## config.mk

```make
export PLATFORM = sky130hd
export DESIGN_NAME = l1_access_ctrl
export DESIGN_NICKNAME = d
export VERILOG_FILES = /design/src/rtl/l1_access_ctrl.sv
export SDC_FILE = /design/constraint.sdc
export NUM_CORES = 1
export LEC_CHECK = 0
export ABC_AREA = 1
export CORE_MARGIN = 3
export CORE_UTILIZATION = 40
export CTS_CLUSTER_SIZE = 40
export DETAILED_ROUTE_END_ITERATION = 16
export HOLD_SLACK_MARGIN = 0.1
export PLACE_DENSITY_LB_ADDON = 0.12
export SETUP_SLACK_MARGIN = 0.05
export SKIP_CTS_REPAIR_TIMING = 1
export SYNTH_ARGS = -nofsm -noshare
export SYNTH_HDL_FRONTEND = slang
export SYNTH_SLANG_ARGS = --single-unit
```

## constraint.sdc

```tcl
create_clock -name clk -period 2.4 [get_ports clk]
set_input_delay 0.72 -clock clk [delete_from_list [all_inputs] [get_ports clk]]
set_output_delay 0.72 -clock clk [all_outputs]
set_load 0.01 [all_outputs]
```

## src/rtl/l1_access_ctrl.sv

```systemverilog
// Purpose : serialise CPU reads/writes into L1 lookups, refill L1 from L2 on read miss, write through to L2.
// Latency : read hit done in cycle 3, read miss 4+k, write 3+k (k = L2_ACC cycle carrying l2_ack).
// Backpres: one request in flight; cpu_req is sampled only in IDLE, requests while busy are dropped.
//
// Ports:
//   clk, reset_n                     clock, async active-low reset
//   cpu_req/wren/addr/wdata          CPU request (sampled in IDLE)
//   cpu_busy/done/rdata/hit/err      CPU status; rdata/hit/err valid with the done pulse
//   l1_en/wren/addr/data, l1_hit/q   L1 command and its registered result
//   l2_req/wren/addr/wdata           L2 command, held as a level until ack or timeout
//   l2_ack, l2_rdata                 L2 completion pulse and read data
//   cnt_clr, hit_cnt, miss_cnt       saturating performance counters
module l1_access_ctrl #(
  parameter int ADDR_W     = 7,
  parameter int DATA_W     = 16,
  parameter int CNT_W      = 8,
  parameter int L2_TIMEOUT = 64
) (
  input  logic              clk,
  input  logic              reset_n,
  input  logic              cpu_req,
  input  logic              cpu_wren,
  input  logic [ADDR_W-1:0] cpu_addr,
  input  logic [DATA_W-1:0] cpu_wdata,
  output logic              cpu_busy,
  output logic              cpu_done,
  output logic [DATA_W-1:0] cpu_rdata,
  output logic              cpu_hit,
  output logic              cpu_err,
  output logic              l1_en,
  output logic              l1_wren,
  output logic [ADDR_W-1:0] l1_addr,
  output logic [DATA_W-1:0] l1_data,
  input  logic              l1_hit,
  input  logic [DATA_W-1:0] l1_q,
  output logic              l2_req,
  output logic              l2_wren,
  output logic [ADDR_W-1:0] l2_addr,
  output logic [DATA_W-1:0] l2_wdata,
  input  logic              l2_ack,
  input  logic [DATA_W-1:0] l2_rdata,
  input  logic              cnt_clr,
  output logic [CNT_W-1:0]  hit_cnt,
  output logic [CNT_W-1:0]  miss_cnt
);

  // Timeout counter only has to reach L2_TIMEOUT-1.
  localparam int TMO_W = (L2_TIMEOUT > 2) ? $clog2(L2_TIMEOUT) : 1;

  typedef enum logic [2:0] {
    S_IDLE,
    S_LOOKUP,
    S_CHECK,
    S_L2_ACC,
    S_FILL,
    S_DONE
  } state_t;

  state_t             state;
  state_t             state_nxt;

  logic               req_wren;
  logic [ADDR_W-1:0]  req_addr;
  logic [DATA_W-1:0]  req_wdata;
  logic [DATA_W-1:0]  rdata_q;
  logic               hit_q;
  logic               err_q;
  logic [TMO_W-1:0]   tmo_cnt;
  logic               tmo_expired;

  // High during the L2_TIMEOUT-th L2_ACC cycle; an ack in that same cycle still wins.
  assign tmo_expired = (tmo_cnt == TMO_W'(L2_TIMEOUT - 1));

  // ---------------------------------------------------------------- state register
  always_ff @(posedge clk or negedge reset_n) begin
    if (!reset_n) begin
      state <= S_IDLE;
    end else begin
      state <= state_nxt;
    end
  end

  // ---------------------------------------------------------------- next state
  always_comb begin
    state_nxt = state;
    case (state)
      S_IDLE:   if (cpu_req) state_nxt = S_LOOKUP;
      S_LOOKUP: state_nxt = S_CHECK;
      S_CHECK: begin
        if (!req_wren && l1_hit) state_nxt = S_DONE;
        else                     state_nxt = S_L2_ACC;
      end
      S_L2_ACC: begin
        if (l2_ack)           state_nxt = req_wren ? S_DONE : S_FILL;
        else if (tmo_expired) state_nxt = S_DONE;
      end
      S_FILL:   state_nxt = S_DONE;
      S_DONE:   state_nxt = S_IDLE;
      default:  state_nxt = S_IDLE;
    endcase
  end

  // ---------------------------------------------------------------- outputs
  // Everything is decoded from registered state so reset clears the outputs
  // immediately, including an l2_req that is mid-transaction.
  always_comb begin
    cpu_busy  = (state != S_IDLE);
    cpu_done  = 1'b0;
    cpu_rdata = '0;
    cpu_hit   = 1'b0;
    cpu_err   = 1'b0;
    l1_en     = 1'b0;
    l1_wren   = 1'b0;
    l1_addr   = '0;
    l1_data   = '0;
    l2_req    = 1'b0;
    l2_wren   = 1'b0;
    l2_addr   = '0;
    l2_wdata  = '0;
    case (state)
      S_LOOKUP: begin
        l1_en   = 1'b1;
        l1_wren = req_wren;
        l1_addr = req_addr;
        l1_data = req_wdata;
      end
      S_L2_ACC: begin
        l2_req   = 1'b1;
        l2_wren  = req_wren;
        l2_addr  = req_addr;
        l2_wdata = req_wdata;
      end
      S_FILL: begin
        l1_en   = 1'b1;
        l1_wren = 1'b1;
        l1_addr = req_addr;
        l1_data = rdata_q;
      end
      S_DONE: begin
        cpu_done  = 1'b1;
        cpu_rdata = rdata_q;
        cpu_hit   = hit_q;
        cpu_err   = err_q;
      end
      default: ;
    endcase
  end

  // ---------------------------------------------------------------- request datapath
  always_ff @(posedge clk or negedge reset_n) begin
    if (!reset_n) begin
      req_wren  <= 1'b0;
      req_addr  <= '0;
      req_wdata <= '0;
      rdata_q   <= '0;
      hit_q     <= 1'b0;
      err_q     <= 1'b0;
    end else begin
      case (state)
        S_IDLE: begin
          if (cpu_req) begin
            req_wren  <= cpu_wren;
            req_addr  <= cpu_addr;
            req_wdata <= cpu_wdata;
            rdata_q   <= '0;
            hit_q     <= 1'b0;
            err_q     <= 1'b0;
          end
        end
        S_CHECK: begin
          hit_q <= l1_hit;
          // Writes echo their own data back to the CPU.
          if (req_wren)    rdata_q <= req_wdata;
          else if (l1_hit) rdata_q <= l1_q;
        end
        S_L2_ACC: begin
          if (l2_ack) begin
            if (!req_wren) rdata_q <= l2_rdata;
          end else if (tmo_expired) begin
            err_q <= 1'b1;
          end
        end
        default: ;
      endcase
    end
  end

  // Cycles spent in L2_ACC; held at zero everywhere else so each access starts fresh.
  always_ff @(posedge clk or negedge reset_n) begin
    if (!reset_n) begin
      tmo_cnt <= '0;
    end else if (state != S_L2_ACC) begin
      tmo_cnt <= '0;
    end else if (!tmo_expired) begin
      tmo_cnt <= tmo_cnt + 1'b1;
    end
  end

  // ---------------------------------------------------------------- performance counters
  always_ff @(posedge clk or negedge reset_n) begin
    if (!reset_n) begin
      hit_cnt  <= '0;
      miss_cnt <= '0;
    end else if (cnt_clr) begin
      hit_cnt  <= '0;
      miss_cnt <= '0;
    end else if (state == S_CHECK) begin
      if (l1_hit) begin
        if (hit_cnt != {CNT_W{1'b1}}) hit_cnt <= hit_cnt + 1'b1;
      end else begin
        if (miss_cnt != {CNT_W{1'b1}}) miss_cnt <= miss_cnt + 1'b1;
      end
    end
  end

endmodule

```

==> results of run 1 <==
## through the flow
step / cell area (um2) / utilization / worst slack, ps / hold slack, ps / power (mW)
global route: 5730 / 0.608 / -68.4 / 380 / 5.85
global placement: 5620 / 0.597 / 5.26 / 454 / 4.52
detailed placement: 5620 / 0.597 / -41.4 / 460 / 4.57
floorplan: 3940 / - / 418 / 424 / 3.26
finish: 5730 / 0.608 / 23.2 / 387 / 5.43
CTS: 5820 / 0.618 / -426 / 397 / 5.53
## area by class of cell
class | instances | share of cell area
repair buffers | 167 | 0.260
well taps | 129 | 0.0282
flip-flops and latches | 67 | 0.293
inverters | 70 | 0.0472
multi-input cells | 409 | 0.338
clock inverters | 5 | 0.00917
clock buffers | 11 | 0.0247
## logic make-up after synthesis
group	count (synthesis)	share of synthesized area
simple gates	320	0.344
buf+inv	93	0.0950
compound gates	82	0.116
flops	67	0.426
xor+xnor	4	0.00890
fa+ha+maj	3	0.00953
## registers in the layout, summed over array words and instances (netlist names), 3 cells and up
name,flops
miss_cnt,8
rdata_q,16
state,3
req_addr,7
req_wdata,16
hit_cnt,8
tmo_cnt,6
## layout by cell type, fill, tap and decap left out, types with 4 or more instances in the layout
cell type,count
a21oi_1,5
buf_12,5
buf_2,24
buf_4,13
clkbuf_2,27
clkbuf_8,10
clkdlybuf4s50_1,76
dfrtp_1,65
dlymetal6s2s_1,20
inv_1,62
inv_2,5
nand2_1,186
nand3_1,41
nand3_2,5
nor2_1,64
nor2_2,9
o21ai_0,49
o21bai_1,4
o22ai_1,16
xor2_1,4
## power by group through the flow
stage                     Clock, mW  Combinational [mW]  Sequential [mW]
after floorplan                   0                1.67             1.59
after global placement            0                2.92             1.60
after detailed placement          0                2.96             1.61
after CTS                     0.965                2.98             1.59
after global routing           1.03                3.20             1.63
final                         0.944                2.89             1.59
## worst max-delay path: stages, from the launching register on
cell	delay, ps
dfrtp_1	430
inv_2	90
nor3_4	230
clkinv_4	120
buf_6	160
nor2_1	120
clkbuf_2	150
## worst paths after layout
path                            slack [ps]  startpoint       endpoint
worst max-delay path                    20    state[2]  cpu_rdata[13]
worst min-delay path                   390     reset_n     rdata_q[3]
worst max register to register         630    state[2]     hit_cnt[5]
worst min register to register         480  rdata_q[5]     rdata_q[5]
max in group asynchronous             1710     reset_n       state[1]
min in group clk                       480  rdata_q[5]     rdata_q[5]
## layer usage
| layer | GRT usage | vias to the layer above |
|---|---|---|
| li1 | - | 2099 |
| met1 | 0.293 | 1946 |
| met4 | 0.102 | 0 |
| met2 | 0.366 | 121 |
| met3 | 0.0490 | 26 |
| met5 | 0 | - |
==> run summary, run 1 <==
Status: complete, no violations
Vias per cell: 4.89
Core box area: 0.00942 mm2
Post-synth EDFFs: 0
DRT Wirelength: 12500 um
Uppermost layer routed: met4
Fin crit share: 0.990
NetSw: 2.42 mW
Crit Path Class: reg -> out
Die area: 0.0111 mm2
Max Cap Violations: 0
Final Net Count: 789
Final setup fails: 0
Combinational power share: 0.532
Initial core utilization: 0.418
Die height: 105 um
CP Capture Type: output port
Ys async rst share: 1.00
CTS tree: built
Crit path time final: 2380 ps
Sequential power share: 0.294
Slew at the pin closest to its max-slew limit: 372 ps
Syn_nets: 634
Crit path max fanout: 11
DR WL met2: 5990 um
Setup TNS: 0 ps
Dominant cell type by area after synthesis: dfrtp_1
CTS sink cnt: 67
Static Leak: 3.13 nW
Final ANT Viol Nets: 0
Top-count cell post-synth: nand2_1
Placed insts: 836
Met3 wire len: 649 um
Layout cells sized above 1: 0.163
Clock root cell: clkbuf_8
YS warnings: 0
Synthesis-to-finish area growth: 45.5%
PortBufs: 147
Net Sw Frac: 0.446
Max-slew headroom: 0.751
Met1 wire length: 5500 um
Syn avg cell area: 6.92 um2
Yosys cell types: 35
Antenna violations before repair: 0
Number of synthesized register bits: 67
Final Skew: 9.10 ps
Die X: 105 um
Avg WL per Cell: 14.6 um
Clk network pwr share: 0.174
Slew Viols, Final: 0
Pre-antenna DRT Iters: 5
CTS buffer count: 9
Fill count: 911
Residual DRC: 0
Top cells by count, synth: nand2_1 (187), nor2_1 (71), dfrtp_1 (67)
Gr ovfl total: 0
Peak VDD IR: 0.590 mV
CTS max path bufs: 2
Vias: 4192
CP arrival: 1660 ps
Pin count of the biggest net entering global routing: 68
Post-DP HPWL: 9060 um
Worst Setup Start Kind: flop
# diodes: 0
Synth Flop Type: dfrtp_1
Hold crit path type: in -> async
Largest cells by area after synthesis: dfrtp_1 (43%), nand2_1 (18%), nor2_1 (6.8%)
Row Count: 35
R2R depth: 8
DRT iter0 DRCs: 160
Number of global-route vias before repair: 4051
Final GP Congestion: 0.922
Hold Fails Final Rpt: 0
GRT Total Usage: 0.227
Storage cell area: 0.00168 mm2
RSZ-0062 raised after global routing: yes
Req. time, crit path: 1680 ps
I/O pin total: 148
Power per cell area: 948 mW/mm2
Mapped cell area: 0.00394 mm2
Fmax: 421 MHz
H-tree depth: 3
Int Pwr: 3.01 mW
Post-Syn Instances: 569
Fin cells: 858
Sequential area share after synthesis: 0.426
Area share of the largest cell type after synthesis: 0.426
Clock slew at reported path FFs: 70 ps
First-pass GRT wire length: 20100 um
Area of the multi-input gates: 0.00194 mm2
Insertion delay to the later sink of the worst-skew pair: 350 ps
Power figures use the tool's default switching activity.
==> run 2: changes to the inputs <==
Settings changed: HOLD_SLACK_MARGIN 0.1 to 0.03.
==> results of run 2 <==
Same layout as run 1: the final DEF is identical, and so are final timing and power.
==> run 3: changes to the inputs <==
Settings changed: PLACE_DENSITY from default to 0.76, PLACE_DENSITY_LB_ADDON 0.12 to default.
==> run summary, run 3 (same netlist as run 1, synthesis figures left out) <==
Status: complete, no violations
Most common cell after layout, fill and taps aside: nand2_1
Crit Path Class: reg -> out
Fmax: 434 MHz
Final setup fails: 0
Fin cells: 858
Clock root cell: clkbuf_8
Hold Fails Final Rpt: 0
Top flop regs: rdata_q x16, req_wdata x16
Crit path to: l1_wren
Worst Setup Slack, final: 96.1 ps
Pre-antenna DRT Iters: 4
Core box area: 0.00942 mm2
CTS buffer count: 9
H-tree depth: 3
Placed Area: 0.00568 mm2
Final Cell Area: 0.00600 mm2
Slew Viols, Final: 0
Die X: 105 um
Clock slew at reported path FFs: 70 ps
CTS tree: built
Dpl ws: -5.00 ps
CP arrival: 1580 ps
Max-slew headroom: 0.661
Fin crit share: 0.960
Residual DRC: 0
Synthesis-to-finish area growth: 52.3%
Antenna violations before repair: 0
Max Cap Violations: 0
Pin count of the biggest net entering global routing: 51
Vias per cell: 4.99
Number of global-route vias before repair: 4220
Vias: 4282
Req. time, crit path: 1680 ps
RSZ-0062 raised after global routing: yes
CTS max path bufs: 2
Reg2reg setup slack: 530 ps
Avg WL per Cell: 14.5 um
Final Skew: 6.32 ps
DRT iter0 DRCs: 186
Final Net Count: 790
# diodes: 0
Crit path time final: 2300 ps
Slew at the pin closest to its max-slew limit: 509 ps
R2R depth: 9
Power per cell area: 925 mW/mm2
Hold crit path type: in -> async
Static Leak: 3.69 nW
GRT Total Usage: 0.222
Final ANT Viol Nets: 0
Reg-to-Reg End: hit_cnt[1]
CP Capture Type: output port
Row Count: 35
Die area: 0.0111 mm2
Layout cells sized above 1: 0.108
Initial core utilization: 0.418
Insertion delay to the later sink of the worst-skew pair: 330 ps
Die height: 105 um
PortBufs: 147
Placed insts: 841
Peak VDD IR: 0.365 mV
Gr ovfl total: 0
Crit path from: state[2]
Post-DP HPWL: 9160 um
Worst Setup Start Kind: flop
First-pass GRT wire length: 20200 um
Post-Route Utilization: 0.637
Crit path max fanout: 17
CTS sink cnt: 67
Commonest cells after routing, fill and taps aside: nand2_1 (185), clkdlybuf4s50_1 (76), nor2_1 (71), dfrtp_1 (65), inv_1 (62)
Final GP Congestion: 0.878
I/O pin total: 148
R2r startpoint: state[2]
DRT Wirelength: 12400 um
## run 3: cell types whose count changed in the layout (fill, tap and decap cells not counted), moves of 2 or more
| cell | previous run | this run |
|---|---|---|
| clkinv_2 | 3 | 0 |
| nand2_2 | 1 | 3 |
| clkbuf_2 | 27 | 8 |
| nor2_1 | 64 | 71 |
| nor2_2 | 9 | 1 |
| clkbuf_8 | 10 | 13 |
| buf_2 | 24 | 9 |
| dlymetal6s2s_1 | 20 | 54 |
## run 3: through the flow
step / setup TNS (ps) / hold WS (ps) / power [mW]
final: 0 / 355 / 5.55
after floorplan: 0 / 424 / 3.26
after CTS: -18750 / 353 / 5.60
after global placement: 0 / 454 / 4.52
after detailed placement: -5.79 / 460 / 4.59
after global routing: 0 / 371 / 5.97
## run 3: report_power, final
part | switching, mW | total, mW | internal, mW
combinational | 1.77 | 2.94 | 1.17
sequential | 0.168 | 1.62 | 1.45
clock | 0.400 | 0.990 | 0.589
total | 2.34 | 5.55 | 3.21
## run 3: critical path, cell delays in order (launching register included)
cell            delay (ps)
dfrtp_1                440
buf_6                  150
inv_4                   70
nand3_4                100
buf_12                 170
o21ai_0                140
dlymetal6s2s_1         190
## run 3: worst min path at each step
stage	to	slack (ps)
6_report	rdata_q[0]	360
5_1_grt	rdata_q[0]	370
4_1_cts	rdata_q[0]	350
3_5_place_dp	rdata_q[12]	460
3_3_place_gp	rdata_q[6]	450
2_1_floorplan	err_q	420
## run 3: metal layers
metal	global-route usage	vias to the layer above	share of wire
li1	-	2099	-
met1	0.276	2001	0.42
met2	0.378	161	0.49
met3	0.0514	21	0.071
met4	0.0731	0	0.019
met5	0	-	0
## run 3: final cells by class
| cell class | instances | area (um2) |
|---|---|---|
| timing repair buffer | 168 | 1760 |
| tap | 129 | 161 |
| multi-input combinational | 409 | 1920 |
| sequential | 67 | 1680 |
| clock buffer | 14 | 183 |
| inverter | 70 | 265 |
| clock inverter | 1 | 30.0 |
| fill | 804 | 3420 |
